**src/rtl/traffic_pkg.sv**
```systemverilog
// Shared phase codes, scheduler state encoding and default dwell constants.
// Latency: n/a (declarations only).
// Backpressure: n/a (declarations only).
package traffic_pkg;

    // Phase codes exchanged with the lamp sequencer; PH_RSVD is never issued.
    typedef enum logic [1:0] {
        PH_MAIN = 2'd0,
        PH_SIDE = 2'd1,
        PH_PED  = 2'd2,
        PH_RSVD = 2'd3
    } phase_e;

    typedef enum logic [2:0] {
        ST_INIT      = 3'd0,
        ST_ISSUE     = 3'd1,
        ST_MAIN_HOLD = 3'd2,
        ST_SIDE_HOLD = 3'd3,
        ST_PED_HOLD  = 3'd4
    } state_e;

    // Default dwell times in clock cycles, also used by the lamp sequencer.
    localparam int DEF_MIN_MAIN = 8;
    localparam int DEF_MAX_SIDE = 6;
    localparam int DEF_PED_TIME = 5;
    localparam int DEF_CNT_W    = 8;

endpackage

```
**src/rtl/phase_request_scheduler_if.sv**
```systemverilog
// Phase command channel from the scheduler to the lamp sequencer.
// Latency: n/a (wires only); a transfer happens on cmd_valid & cmd_ready at a rising edge.
// Backpressure: the sender holds phase_cmd stable while cmd_valid is high and cmd_ready is low.
//   cmd_valid : phase command valid (scheduler -> sequencer)
//   phase_cmd : 2-bit phase code    (scheduler -> sequencer)
//   cmd_ready : sequencer accepts   (sequencer -> scheduler)
interface phase_request_scheduler_if;
    logic       cmd_valid;
    logic       cmd_ready;
    logic [1:0] phase_cmd;

    modport master (output cmd_valid, output phase_cmd, input  cmd_ready);
    modport slave  (input  cmd_valid, input  phase_cmd, output cmd_ready);
endinterface

```
**src/rtl/phase_request_scheduler_dwell_timer.sv**
```systemverilog
// Dwell down-counter: load a start value, count down to zero, flag expiry.
// Latency: load/decrement visible one cycle after the request; expired is combinational on the count.
// Backpressure: none; decrement saturates at zero.
//   clk, rst    : clock, async active-low reset (count -> 0)
//   load/load_val : load start value (wins over dec)
//   dec         : decrement while nonzero
//   cnt/expired : current count, count==0
module dwell_timer #(
    parameter int CNT_W = 8
) (
    input  logic             clk,
    input  logic             rst,
    input  logic             load,
    input  logic [CNT_W-1:0] load_val,
    input  logic             dec,
    output logic [CNT_W-1:0] cnt,
    output logic             expired
);
    logic [CNT_W-1:0] cnt_q, cnt_d;

    always_comb begin
        cnt_d = cnt_q;
        if (load) begin
            cnt_d = load_val;
        end else if (dec && (cnt_q != '0)) begin
            cnt_d = cnt_q - 1'b1;
        end
    end

    always_ff @(posedge clk or negedge rst) begin
        if (!rst) begin
            cnt_q <= '0;
        end else begin
            cnt_q <= cnt_d;
        end
    end

    assign cnt     = cnt_q;
    assign expired = (cnt_q == '0);
endmodule

```
**src/rtl/phase_request_scheduler.sv**
```systemverilog
// Intersection phase scheduler: arbitrates emergency/pedestrian/side requests and issues phase commands.
// Latency: command issued one edge after the deciding condition; a HOLD lasts T cycles after the handshake.
// Backpressure: cmd_valid/phase_cmd held stable in ISSUE until cmd_ready; requests during the wait are deferred.
//   clk, rst                       : clock, async active-low reset
//   side_veh, ped, em_main, em_side : level request inputs (ped is latched)
//   cmd_if (master)                : cmd_valid / phase_cmd / cmd_ready
//   active_phase                   : last accepted phase
//   walk                           : high throughout the pedestrian hold
//   ped_ack                        : one-cycle pulse when a PED command is accepted
module phase_request_scheduler
    import traffic_pkg::*;
#(
    parameter int MIN_MAIN = DEF_MIN_MAIN,
    parameter int MAX_SIDE = DEF_MAX_SIDE,
    parameter int PED_TIME = DEF_PED_TIME,
    parameter int CNT_W    = DEF_CNT_W
) (
    input  logic                       clk,
    input  logic                       rst,
    input  logic                       side_veh,
    input  logic                       ped,
    input  logic                       em_main,
    input  logic                       em_side,
    phase_request_scheduler_if.master  cmd_if,
    output logic [1:0]                 active_phase,
    output logic                       walk,
    output logic                       ped_ack
);
    localparam logic [CNT_W-1:0] LD_MAIN = CNT_W'(MIN_MAIN - 1);
    localparam logic [CNT_W-1:0] LD_SIDE = CNT_W'(MAX_SIDE - 1);
    localparam logic [CNT_W-1:0] LD_PED  = CNT_W'(PED_TIME - 1);

    state_e     state_q, state_d;
    logic       cmd_valid_q, cmd_valid_d;
    phase_e     phase_cmd_q, phase_cmd_d;
    phase_e     active_phase_q, active_phase_d;
    logic       walk_q, walk_d;
    logic       ped_ack_q, ped_ack_d;
    logic       ped_pend_q, ped_pend_d;

    logic             tmr_load;
    logic [CNT_W-1:0] tmr_val;
    logic             tmr_dec;
    logic [CNT_W-1:0] dwell_cnt;
    logic             expired;

    logic             hs;
    logic             issue;
    phase_e           issue_ph;

    assign hs = cmd_valid_q & cmd_if.cmd_ready;

    dwell_timer #(.CNT_W(CNT_W)) u_dwell (
        .clk      (clk),
        .rst      (rst),
        .load     (tmr_load),
        .load_val (tmr_val),
        .dec      (tmr_dec),
        .cnt      (dwell_cnt),
        .expired  (expired)
    );

    always_comb begin
        state_d        = state_q;
        cmd_valid_d    = cmd_valid_q;
        phase_cmd_d    = phase_cmd_q;
        active_phase_d = active_phase_q;
        ped_ack_d      = 1'b0;
        // A button press in the same cycle as the PED handshake keeps the request pending.
        ped_pend_d     = ped | ped_pend_q;
        tmr_load       = 1'b0;
        tmr_val        = '0;
        tmr_dec        = 1'b0;
        issue          = 1'b0;
        issue_ph       = PH_MAIN;

        case (state_q)
            ST_INIT: begin
                issue    = 1'b1;
                issue_ph = PH_MAIN;
            end
            ST_ISSUE: begin
                // Requests arriving here are ignored until the matching HOLD state is entered.
                if (hs) begin
                    cmd_valid_d    = 1'b0;
                    active_phase_d = phase_cmd_q;
                    tmr_load       = 1'b1;
                    case (phase_cmd_q)
                        PH_SIDE: begin
                            state_d = ST_SIDE_HOLD;
                            tmr_val = LD_SIDE;
                        end
                        PH_PED: begin
                            state_d    = ST_PED_HOLD;
                            tmr_val    = LD_PED;
                            ped_ack_d  = 1'b1;
                            ped_pend_d = ped;
                        end
                        default: begin
                            state_d = ST_MAIN_HOLD;
                            tmr_val = LD_MAIN;
                        end
                    endcase
                end
            end
            ST_MAIN_HOLD: begin
                tmr_dec = 1'b1;
                if (em_main) begin
                    // Main emergency pins the main green regardless of other requests.
                end else if (em_side) begin
                    issue    = 1'b1;
                    issue_ph = PH_SIDE;
                end else if (expired && ped_pend_q) begin
                    issue    = 1'b1;
                    issue_ph = PH_PED;
                end else if (expired && side_veh) begin
                    issue    = 1'b1;
                    issue_ph = PH_SIDE;
                end
            end
            ST_SIDE_HOLD: begin
                tmr_dec = 1'b1;
                if (em_main) begin
                    issue    = 1'b1;
                    issue_ph = PH_MAIN;
                end else if (em_side) begin
                    // Side emergency extends the side green past its maximum.
                end else if (expired || !side_veh) begin
                    issue    = 1'b1;
                    issue_ph = PH_MAIN;
                end
            end
            ST_PED_HOLD: begin
                tmr_dec = 1'b1;
                if (em_main) begin
                    issue    = 1'b1;
                    issue_ph = PH_MAIN;
                end else if (em_side) begin
                    issue    = 1'b1;
                    issue_ph = PH_SIDE;
                end else if (expired) begin
                    issue    = 1'b1;
                    issue_ph = PH_MAIN;
                end
            end
            default: begin
                state_d = ST_INIT;
            end
        endcase

        if (issue) begin
            state_d     = ST_ISSUE;
            cmd_valid_d = 1'b1;
            phase_cmd_d = issue_ph;
        end

        // Walk follows the PED hold exactly, so preemption drops it on the same edge.
        walk_d = (state_d == ST_PED_HOLD);
    end

    always_ff @(posedge clk or negedge rst) begin
        if (!rst) begin
            state_q        <= ST_INIT;
            cmd_valid_q    <= 1'b0;
            phase_cmd_q    <= PH_MAIN;
            active_phase_q <= PH_MAIN;
            walk_q         <= 1'b0;
            ped_ack_q      <= 1'b0;
            ped_pend_q     <= 1'b0;
        end else begin
            state_q        <= state_d;
            cmd_valid_q    <= cmd_valid_d;
            phase_cmd_q    <= phase_cmd_d;
            active_phase_q <= active_phase_d;
            walk_q         <= walk_d;
            ped_ack_q      <= ped_ack_d;
            ped_pend_q     <= ped_pend_d;
        end
    end

    assign cmd_if.cmd_valid = cmd_valid_q;
    assign cmd_if.phase_cmd = phase_cmd_q;
    assign active_phase     = active_phase_q;
    assign walk             = walk_q;
    assign ped_ack          = ped_ack_q;
endmodule

```
**src/flat_wrapper.sv**
```systemverilog
// flat-port wrapper written by rule: the top's interface ports become plain ports
module phase_request_scheduler_flat import traffic_pkg::*;
#(
    parameter int MIN_MAIN = DEF_MIN_MAIN,
    parameter int MAX_SIDE = DEF_MAX_SIDE,
    parameter int PED_TIME = DEF_PED_TIME,
    parameter int CNT_W    = DEF_CNT_W
)
  (clk, rst, side_veh, ped, em_main, em_side, active_phase, walk, ped_ack, cmd_if_cmd_valid, cmd_if_phase_cmd, cmd_if_cmd_ready);
  phase_request_scheduler_if cmd_if_i ();
  input  logic clk;
  input  logic rst;
  input  logic side_veh;
  input  logic ped;
  input  logic em_main;
  input  logic em_side;
  output logic [1:0] active_phase;
  output logic walk;
  output logic ped_ack;
  output wire logic [$bits(cmd_if_i.cmd_valid)-1:0] cmd_if_cmd_valid;
  output wire logic [$bits(cmd_if_i.phase_cmd)-1:0] cmd_if_phase_cmd;
  input wire logic [$bits(cmd_if_i.cmd_ready)-1:0] cmd_if_cmd_ready;
  assign cmd_if_cmd_valid = cmd_if_i.cmd_valid;
  assign cmd_if_phase_cmd = cmd_if_i.phase_cmd;
  assign cmd_if_i.cmd_ready = cmd_if_cmd_ready;
  phase_request_scheduler #(.MIN_MAIN(MIN_MAIN), .MAX_SIDE(MAX_SIDE), .PED_TIME(PED_TIME), .CNT_W(CNT_W)) u_core (.clk(clk), .rst(rst), .side_veh(side_veh), .ped(ped), .em_main(em_main), .em_side(em_side), .cmd_if(cmd_if_i), .active_phase(active_phase), .walk(walk), .ped_ack(ped_ack));
endmodule
```
**config.mk**
```make
export PLATFORM = sky130hd
export DESIGN_NAME = phase_request_scheduler_flat
export DESIGN_NICKNAME = d
export VERILOG_FILES = /design/src/rtl/traffic_pkg.sv /design/src/rtl/phase_request_scheduler_if.sv /design/src/rtl/phase_request_scheduler_dwell_timer.sv /design/src/rtl/phase_request_scheduler.sv /design/src/flat_wrapper.sv
export SDC_FILE = /design/constraint.sdc
export NUM_CORES = 1
export LEC_CHECK = 0
export CAP_MARGIN = 20
export CORE_MARGIN = 2
export CORE_UTILIZATION = 55
export DETAILED_ROUTE_END_ITERATION = 7
export GPL_ROUTABILITY_DRIVEN = 0
export PLACE_DENSITY = 0.89
export SYNTH_ARGS = -nofsm -noshare
export SYNTH_HDL_FRONTEND = slang
export SYNTH_SLANG_ARGS = --single-unit
```
**constraint.sdc**
```tcl
create_clock -name clk -period 3.5 [get_ports clk]
set_input_delay 0.525 -clock clk [delete_from_list [all_inputs] [get_ports clk]]
set_output_delay 0.525 -clock clk [all_outputs]
set_load 0.01 [all_outputs]
```
# ---- Word level (Yosys, flattened, before mapping)
# Index checks and enable logic that the tools add are counted.
# Widths: inputs -> output; s select.
dict set report word_totals {
  word_cells 72
  regBits 19
  in_bits 7
}
dict set report classes {
  n_addsub 1
  n_reduce_logical 15
  n_mux 39
  eq_ne 7
  bitwise_logic 2
}
# cell n
set ops {}
lappend ops {{$mux 8} 4}
lappend ops {{$mux 1} 24}
lappend ops {{$pmux 3 s2} 2}
lappend ops {{$logic_not 8->1} 1}
lappend ops {{$mux 2} 4}
lappend ops {{$pmux 2 s2} 2}
lappend ops {{$reduce_bool 8->1} 1}
lappend ops {{$sub 8x1->8 const B} 1}
lappend ops {{$eq 3x2->1 const B} 2}
lappend ops {{$eq 3x3->1 const B} 2}
lappend ops {{$mux 3} 2}
lappend ops {{$reduce_bool 2->1} 3}
lappend ops {{$pmux 1 s4} 1}
lappend ops {{$reduce_and 2->1} 2}
lappend ops {{$reduce_or 4->1} 1}
lappend ops {{$eq 3x1->1 const B} 1}
lappend ops {{$logic_and 1x1->1} 3}
lappend ops {{$logic_not 3->1} 1}
lappend ops {{$reduce_or 3->1} 1}
lappend ops {{$eq 2x1->1 const B} 1}
lappend ops {{$eq 2x2->1 const B} 1}
lappend ops {{$and 1x1->1} 1}
lappend ops {{$logic_not 1->1} 1}
lappend ops {{$logic_or 1x1->1} 1}
lappend ops {{$or 1x1->1} 1}

# ---- Logic depth before layout (Yosys ltp)
# Gate-level depths: netlist of the first run.
dict set report logic_depth {
  ltp_word 9
  ltp_mapped 7
}

# ---- Cells and area by module
# A second synthesis of the first run with hierarchy kept.
dict set report hier_totals {
  hier_cells 117
  area_unflattened_um2 1138.6
}
# mod area_each_um2 cells_per_inst n_inst
set by_module_without_submodules {}
lappend by_module_without_submodules {phase_request_scheduler 610.6 59 1}
lappend by_module_without_submodules {dwell_timer 528.0 58 1}

# ---- Worst setup path after synthesis of the first run
# No wires, ideal clock.
dict set report synth_path {
  path_kind {register to register}
  start {register u_core.u_dwell.cnt_q[2] (netlist: u_core.u_dwell.cnt[2])}
  end {register u_core.phase_cmd_q[0] (netlist: u_core.cmd_if.phase_cmd[0])}
  path_stages_with_launch 6
  t_arrival_ns 1.834
  setup_time_ns 0.120
  path_slack_ns 1.546
  cell_sequence {dfrtp_1 > or4_1 > buf_2 > or3_4 > a31o_1 > a31o_1}
}
dict set report synth_via {
  elab_chain_cells 7
}
# element line_no
set synth_lines {}
lappend synth_lines {{start: declaration} phase_request_scheduler_dwell_timer.sv:19} ;# logic [CNT_W-1:0] cnt_q, cnt_d;
lappend synth_lines {{start signal: assignment} phase_request_scheduler_dwell_timer.sv:34} ;# cnt_q <= cnt_d;
lappend synth_lines {{$logic_not 8->1 *} phase_request_scheduler_dwell_timer.sv:39} ;# assign expired = (cnt_q == '0);
lappend synth_lines {{$logic_and 1x1->1} phase_request_scheduler.sv:116} ;# end else if (expired && side_veh) begin
lappend synth_lines {{$mux 1} phase_request_scheduler.sv:116}
lappend synth_lines {{$mux 1 / $mux 2 (equally long branches)} phase_request_scheduler.sv:113} ;# end else if (expired && ped_pend_q) begin
lappend synth_lines {{$mux 1 / $mux 2 (equally long branches)} phase_request_scheduler.sv:110} ;# end else if (em_side) begin
lappend synth_lines {{$mux 1 / $mux 2 (equally long branches)} phase_request_scheduler.sv:108} ;# if (em_main) begin
lappend synth_lines {{$pmux 1 s4 / $pmux 2 s2 (equally long branches)} phase_request_scheduler.sv:77} ;# case (state_q)
lappend synth_lines {{end signal: assignment} phase_request_scheduler.sv:173} ;# phase_cmd_q <= phase_cmd_d;
lappend synth_lines {{end: declaration} phase_request_scheduler.sv:35} ;# phase_e phase_cmd_q, phase_cmd_d;
# Mark *: on every way between the ends. The rest lies on a longest branch, timed or not.
# A chain may end at the register's enable or synchronous reset.

# ---- Worst setup path in the final report of the first run
dict set report layout_path {
  start {register u_core.u_dwell.cnt_q[3] (netlist: u_core.u_dwell.cnt[3])}
  end {register u_core.phase_cmd_q[0] (netlist: u_core.cmd_if.phase_cmd[0])}
}
# The elaborated chain is that of the path after synthesis.

==> results of run 1 <==
final cells by class:
class	count	share of cell area
multi-input combinational	76	0.4362
sequential	19	0.3909
timing repair buffer	13	0.1070
tap	25	0.02572
clock buffer	4	0.02160
inverter	6	0.01852
cell families after synthesis:
group,count (synthesis)
buf+inv,11
mux,3
flops,19
compound gates,27
xor+xnor,3
fa+ha+maj,5
simple gates,38
flip-flops by register name, summed over array words and instances (netlist names):
signal                   count
u_core.u_dwell.cnt           8
u_core.state_q               3
u_core.active_phase          2
u_core.cmd_if.phase_cmd      2
u_core.cmd_if.cmd_valid      1
u_core.ped_ack               1
u_core.ped_pend_q            1
u_core.walk                  1
per-layer routing:
layer / global-route usage / up-vias / part of all wire
met1: 0.3365 / 418 / 0.45
li1: - / 412 / -
met3: 0.02264 / 5 / 0.068
met5: 0 / - / 0
met2: 0.3840 / 32 / 0.47
met4: 0.09730 / 0 / 0.017
per-stage QoR:
stage | setup slack, ns | hold slack, ns | cell area, sq um
2_1_floorplan | 1.546 | 0.2294 | 1050
3_3_place_gp | 1.468 | 0.4658 | 1190
3_5_place_dp | 1.397 | 0.4793 | 1190
4_1_cts | 1.421 | 0.5024 | 1216
5_1_grt | 1.304 | 0.5435 | 1216
6_report | 1.403 | 0.4936 | 1216
critical path, delay by kind of cell, from the launching register on:
family	cells	cell delay, ns
compound gates	2	0.47
flops	1	0.45
simple gates	2	1.06
path summary, 6_finish.rpt:
path,start,end
worst min register to register,u_core.active_phase[0],u_core.active_phase[0]
max in group asynchronous,rst,u_core.ped_pend_q
worst min-delay path,u_core.active_phase[0],u_core.active_phase[0]
min in group asynchronous,rst,u_core.state_q[1]
worst max register to register,u_core.u_dwell.cnt[3],u_core.cmd_if.phase_cmd[0]
worst max-delay path,u_core.u_dwell.cnt[3],u_core.cmd_if.phase_cmd[0]
placed cells by master (no fill, tap or decap), types with 3 or more instances in the layout:
cell	instances
dfrtp_1	19
a21oi_1	8
nor2_1	6
clkbuf_4	3
ha_1	5
nand2_1	8
inv_1	6
o21ai_0	3
nor3_1	3
a31o_1	3
clkdlybuf4s50_1	13
or3_1	3
report_power, final:
part	leakage (nW)	total, mW	switching (mW)	internal [mW]
clock network	0.0150	0.107	0.0624	0.0443
logic	0.264	0.318	0.172	0.146
registers	0.240	0.351	0.0703	0.280
==> qor.yml, run 1 <==
die_height_um: 47.69
dp_cells: 139
worstPathArrival_ns: 2.28
critPathKind: "flop to flop"
synth-compound-area-share: 0.1752
drive_above_1_share: 0.06780
nFillCells: 155
grt_pass1_wl_mm: 3.760
ant_nets: 0
yosys_most_used_dff: "dfrtp_1"
finalCritPeriodShare: 0.5991
tightest_slew_ns: 0.8128
antennaDiodeCount: 0
area_delta_synth_final_pct: 15.85
portBuffers: 13
ys_types: 39
ios: 14
synthCells: 106
synthXorXnorAreaFrac: 0.02503
cts_buffers: 3
yosysTopAreaCell: "dfrtp_1"
layout_min_cycle_time_ns: 2.097
irDropWorstVdd_mv: 0.3902
synth.top_cell.area_share: 0.4529
grt_use_total: 0.2404
initial_core_util: 0.5950
hpwl_mm: 1.645
path_clk_slew_ns: 0.10
fp.dieArea_sq_um: 2274
fmax_mhz: 476.9
syn-num-nets: 118
ff2ff_path_depth: 4
relSlewSlack: 0.4564
die_w_um: 47.69
cts_resized: 0
post_synth_and_or_nand_nor_area_fraction: 0.2157
cp.required_ns: 3.68
htreeDepth: 1
syn_area_sq_um: 1050
tns_ns: 0
cp_common_cell: "a31o_1"
power.leakage_nw: 0.5191
first_iter_violations: 35
regArea_sq_um: 475.5
avgViaCountPerCell: 6.063
crit_fanout: 7
hold_path_class: "flop to flop"
slowest_delay_ns: 0.64
end_kind: "flop"
wl_mm: 2.174
whs_path_depth: 2
ctsHoldBuffers: 0
synth.area.top_cells: "dfrtp_1, ha_1, a21oi_1"
rsz0062_at_grt: "false"
rows: 15
synth_mux_area_frac: 0.02980
hold_viol_final: 0
drc: 0
firstDrtPassIters: 5
synth_top_family_by_area: "simple AND/OR/NAND/NOR gates"
vias: 867
slew_violations: 0
clock_path_buffers: 2
wire_per_inst_um: 15.20
final_cells: 143
cts_sinks: 19
finalSetupViolCount: 0
critPathLaunchType: "flop"
powerDensity_nw_per_um2: 637.3
nNetsFinal: 131
fin_skew_ns: 0.001049
core_sq_um: 1764
synthAdderAreaFrac: 0.05959
yosysSeqAreaShare: 0.4529
grt_max_degree: 20
synth_seq_cells: 19
clk_latency_ns: 0.29
regToRegSetupSlack_ns: 1.40
synth_commonest_cells: "dfrtp_1, a21oi_1, nand2_1, inv_1, nor2_1"
fin_util: 0.6894
cts_tree: "done"
yosysWarnings: 0
postCtsSetupBuffers: 0
antenna_found_initial: 0
syn_area_per_cell_sq_um: 9.903
multi_input_area_sq_um: 530.5
crit_chain: "or4_1 > or3_4 > a31o_1 > a31o_1"
grt_pass1_vias: 818
power.total_mw: 0.7751
async_flop_share: 1.000
root_buffer: "clkbuf_4"
status: "complete, no violations"
gr-total-overflow: 0
synth.most_common_cell: "dfrtp_1"
synth_edf_count: 0
cap_violations: 0
cpMaxStageDelayCell: "or4_1"
Power figures use the tool's default switching activity.
==> run 2: changes to the inputs <==
CORE_UTILIZATION = 53   (was 55)
PLACE_DENSITY = 0.86   (was 0.89)
clock period = 2 ns   (was 3.5 ns; I/O delays follow)
==> run 2 against run 1 <==
Flip-flop and latch count stayed put. Register-to-register slack worse by 1.3 ns. Final area is 6.5% higher. Global-route usage is 1.2 points lower. Clock skew is 0.00080 ns higher. Clock-buffer cell count stayed put.
==> qor.yml, run 2 (synthesis gave the netlist of run 1 again) <==
status: "complete, no violations"
ios: 14  # unchanged
rsz0062_at_grt: "false"
fmax_mhz: 521.1  # +9.3%
grt_max_degree: 20  # unchanged
cp.required_ns: 2.20  # -1.48 ns
nFillCells: 159  # +2.6%
hold_viol_final: 0  # unchanged
finalSetupViolCount: 0  # unchanged
hold_path_class: "input port to asynchronous set/reset pin"
ant_nets: 0  # unchanged
cp_common_cell: "a31o_1"
antenna_found_initial: 0  # unchanged
tightest_slew_ns: 0.4638  # -0.3490 ns
slowest_delay_ns: 0.55  # -0.09 ns
cap_violations: 0  # unchanged
antennaDiodeCount: 0  # unchanged
cp_top_family: "simple AND/OR/NAND/NOR gates"
powerDensity_nw_per_um2: 1118  # +75%
layout_min_cycle_time_ns: 1.919  # -0.1777 ns
layout_common_cells: "dfrtp_1, clkdlybuf4s50_1, nand2_1"
cpMaxStageDelayCell: "or4_1"
largest_reg_flops: 8  # unchanged
cts_sinks: 19  # unchanged
cts_buffers: 3  # unchanged
multi_input_area_sq_um: 554.3  # +4.5%
area_delta_synth_final_pct: 23.36
path_clk_slew_ns: 0.10  # about the same
root_buffer: "clkbuf_4"
finalCritPeriodShare: 0.9596  # +0.3605
rows: 16  # +1
initial_core_util: 0.5462  # -0.04881
postCtsSetupBuffers: 0  # unchanged
die_w_um: 48.51  # +1.7%
grt_pass1_wl_mm: 4.084  # +8.6%
slew_violations: 0  # unchanged
portBuffers: 13  # unchanged
avgViaCountPerCell: 5.849  # -3.5%
cts_resized: 0  # unchanged
wl_mm: 2.388  # +9.8%
crit_fanout: 5  # -2
fp.dieArea_sq_um: 2353  # +3.4%
final_common_cell: "dfrtp_1"
htreeDepth: 1  # unchanged
gr-total-overflow: 0  # unchanged
ctsHoldBuffers: 0  # unchanged
wire_per_inst_um: 15.71  # +3.3%
tns_ns: 0  # unchanged
dp_cells: 148  # +6.5%
crit_chain: "or4_1 > or3_4 > a31o_1 > a31o_1"
end_kind: "flop"
first_iter_violations: 35  # unchanged
r2r-start: "u_core.u_dwell.cnt[2]"
vias: 889  # +2.5%
hpwl_mm: 1.793  # +9.0%
irDropWorstVdd_mv: 0.8384  # +110%
final_cells: 152  # +6.3%
regArea_sq_um: 475.5  # unchanged
firstDrtPassIters: 4  # -1
clk_latency_ns: 0.30  # about the same
die_height_um: 48.51  # +1.7%
worstPathArrival_ns: 2.12  # -0.16 ns
relSlewSlack: 0.6864  # +0.2300
drive_above_1_share: 0.1680  # +0.1002
regToRegSetupSlack_ns: 0.08  # -1.32 ns
critPathKind: "flop to flop"
drc: 0  # unchanged
cts_tree: "done"
clock_path_buffers: 2  # unchanged
r2r_end: "u_core.cmd_if.phase_cmd[1]"
crit_buf_inv: 0  # unchanged
power.leakage_nw: 0.5554  # +7.0%
nNetsFinal: 138  # +5.3%
grt_use_total: 0.2288  # -0.01167
critPathLaunchType: "flop"
fin_skew_ns: 0.001850  # +0.0008008 ns
ff2ff_path_depth: 4  # unchanged
core_sq_um: 1922  # +8.9%
grt_pass1_vias: 878  # +7.3%
## run 2: cell type report
cell class	instances	area share
clock buffer	4	0.02029
inverter	6	0.01739
multi-input combinational	76	0.4280
sequential	19	0.3672
tap	27	0.02609
timing repair buffer	20	0.1411
## run 2: stage by stage
| stage | power [mW] | utilization | area (sq um) | hold slack [ns] | worst slack [ns] |
|---|---|---|---|---|---|
| after floorplan | 0.9970 | - | 1050 | 0.004409 | 0.04648 |
| after global placement | 1.186 | 0.6478 | 1245 | 0.4652 | 0.1382 |
| after detailed placement | 1.222 | 0.6478 | 1245 | 0.4821 | 0.03216 |
| after CTS | 1.419 | 0.6615 | 1271 | 0.3179 | 0.003473 |
| after global routing | 1.554 | 0.6738 | 1295 | 0.3520 | 0.01140 |
| final | 1.448 | 0.6738 | 1295 | 0.3170 | 0.08085 |
## run 2: report_power, final
part | internal [mW] | switching [mW] | leakage (nW)
logic | 0.303 | 0.350 | 0.301
clock network | 0.0779 | 0.115 | 0.0150
registers | 0.491 | 0.112 | 0.240
## run 2: worst max path at each step
stage          cells past startpoint                         end             startpoint
2_1_floorplan                      5  u_core.cmd_if.phase_cmd[0]  u_core.u_dwell.cnt[2]
3_3_place_gp                       7  u_core.cmd_if.phase_cmd[0]  u_core.u_dwell.cnt[0]
3_5_place_dp                       7       u_core.u_dwell.cnt[4]  u_core.u_dwell.cnt[0]
4_1_cts                            7       u_core.u_dwell.cnt[4]  u_core.u_dwell.cnt[0]
5_1_grt                            7       u_core.u_dwell.cnt[4]  u_core.u_dwell.cnt[0]
6_report                           4  u_core.cmd_if.phase_cmd[1]  u_core.u_dwell.cnt[2]
## run 2: routing by layer
metal,track usage,part of all wire,up-vias
met5,0,0,-
li1,-,-,425
met1,0.3142,0.43,432
met4,0.1190,0.033,0
met3,0.04321,0.039,8
met2,0.3472,0.49,24
==> run 3: changes to the inputs <==
CORE_UTILIZATION = 55   (was 53)
PLACE_DENSITY = 0.89   (was 0.86)
clock period = 2.4 ns   (was 2 ns; I/O delays follow)
==> run 3 against run 2 <==
Clock-buffer cell count decreased by 1. Critical path depth unchanged. Final area decreased by 5.4%. Largest power group is now registers. Highest routed layer unchanged.
==> qor.yml, run 3 (synthesis gave the netlist of run 1 again) <==
status: "complete, no violations"
nNetsFinal: 132  # -4.3%
drc: 0  # unchanged
initial_core_util: 0.5950  # +0.04881
place_area_sq_um: 1197  # -3.8%
powerDensity_nw_per_um2: 933.0  # -17%
worstPathArrival_ns: 2.27  # +0.15 ns
hold_path_class: "input port to asynchronous set/reset pin"
grt_busiest_layer: "met2"
antennaDiodeCount: 0  # unchanged
slew_violations: 0  # unchanged
ctsHoldBuffers: 0  # unchanged
grt_pass1_wl_mm: 3.567  # -13%
root_buffer: "clkbuf_4"
cts_tree: "done"
layout_common_cells: "dfrtp_1, clkdlybuf4s50_1, a21oi_1, nand2_1"
finalCritPeriodShare: 0.8633  # -0.09624
fin_util: 0.6943  # +0.02050
cap_violations: 0  # unchanged
clock_path_buffers: 2  # unchanged
fp.dieArea_sq_um: 2274  # -3.3%
wire_per_inst_um: 15.16  # -3.5%
fin_skew_ns: 0.002012  # +0.0001621 ns
tightest_slew_ns: 0.6095  # +0.1456 ns
path_clk_slew_ns: 0.11  # about the same
cts_resized: 0  # unchanged
die_height_um: 47.69  # -1.7%
critPathLaunchType: "flop"
irDropWorstVdd_mv: 0.4993  # -40%
rows: 15  # -1
core_sq_um: 1764  # -8.2%
hold_viol_final: 0  # unchanged
crit_fanout: 7  # +2
gr-total-overflow: 0  # unchanged
htreeDepth: 1  # unchanged
final_area_sq_um: 1225  # -5.4%
power.total_mw: 1.143  # -21%
cts_sinks: 19  # unchanged
cp.required_ns: 2.60  # +0.40 ns
antenna_found_initial: 0  # unchanged
layout_min_cycle_time_ns: 2.072  # +0.1529 ns
grt_max_degree: 20  # unchanged
final_common_cell: "dfrtp_1"
ant_nets: 0  # unchanged
firstDrtPassIters: 4  # unchanged
grt_use_met2: 0.3333  # -0.01389
relSlewSlack: 0.5880  # -0.09845
use_met1: 0.3293  # +0.01516
rsz0062_at_grt: "false"
cts_buffers: 3  # unchanged
area_delta_synth_final_pct: 16.69
grt_pass1_vias: 783  # -11%
first_iter_violations: 53  # +51%
portBuffers: 13  # unchanged
tns_ns: 0  # unchanged
final_cells: 144  # -5.3%
use_met3: 0.02264  # -0.02057
die_w_um: 47.69  # -1.7%
avgViaCountPerCell: 6.049  # +3.4%
postCtsSetupBuffers: 0  # unchanged
clk_latency_ns: 0.30  # about the same
finalSetupViolCount: 0  # unchanged
critPathKind: "flop to flop"
largest_reg_flops: 8  # unchanged
end_kind: "flop"
grt_use_total: 0.2295  # +0.0007457
wl_mm: 2.183  # -8.6%
fmax_mhz: 482.6  # -7.4%
ios: 14  # unchanged
power.leakage_nw: 0.5266  # -5.2%
hpwl_mm: 1.653  # -7.9%
vias: 871  # -2.0%
drive_above_1_share: 0.08403  # -0.08397
dp_cells: 140  # -5.4%
[run 3: layer usage]
metal | part of all wire | wire [um]
met1 | 0.44 | 964
met3 | 0.066 | 143
met2 | 0.47 | 1026
met4 | 0.022 | 49
met5 | 0 | 0
[run 3: final timing paths]
kind                                        start                    endpoint  slack, ns  depth (start not counted)
max                         u_core.u_dwell.cnt[2]  u_core.cmd_if.phase_cmd[0]       0.33                          4
min                                           rst           u_core.state_q[2]       0.38                          2
max reg2reg                 u_core.u_dwell.cnt[2]  u_core.cmd_if.phase_cmd[0]       0.33                          4
min reg2reg                u_core.active_phase[1]      u_core.active_phase[1]       0.50                          2
max in group asynchronous                     rst       u_core.u_dwell.cnt[0]       1.83                          2
min in group clk           u_core.active_phase[1]      u_core.active_phase[1]       0.50                          2
[run 3: where the power goes]
group,switching (mW),total (mW),internal (mW)
combinational,0.256,0.471,0.215
sequential,0.0991,0.508,0.409
clock,0.102,0.164,0.0622
total,0.457,1.14,0.686
[run 3: per-stage QoR]
stage                     setup WS [ns]  hold WS, ns
after floorplan                  0.4465      0.06441
after global placement           0.4053       0.4652
after detailed placement         0.3510       0.4816
after CTS                        0.3345       0.3837
after global routing             0.2518       0.4070
final                            0.3280       0.3792
[run 3: worst max-delay path: stages, from the launching register on]
cell and delay, ns:
dfrtp_1 0.44, or4_1 0.64, or3_4 0.42, a31o_1 0.24, a31o_1 0.23
[run 3: layout make-up]
class / count / area [sq um]
inverters: 6 / 22.52
repair buffers: 14 / 137.6
flip-flops and latches: 19 / 475.5
well taps: 25 / 31.28
multi-input cells: 76 / 530.5
clock inverters: 1 / 5.005
clock buffers: 3 / 22.52
fillers: 141 / 539.3
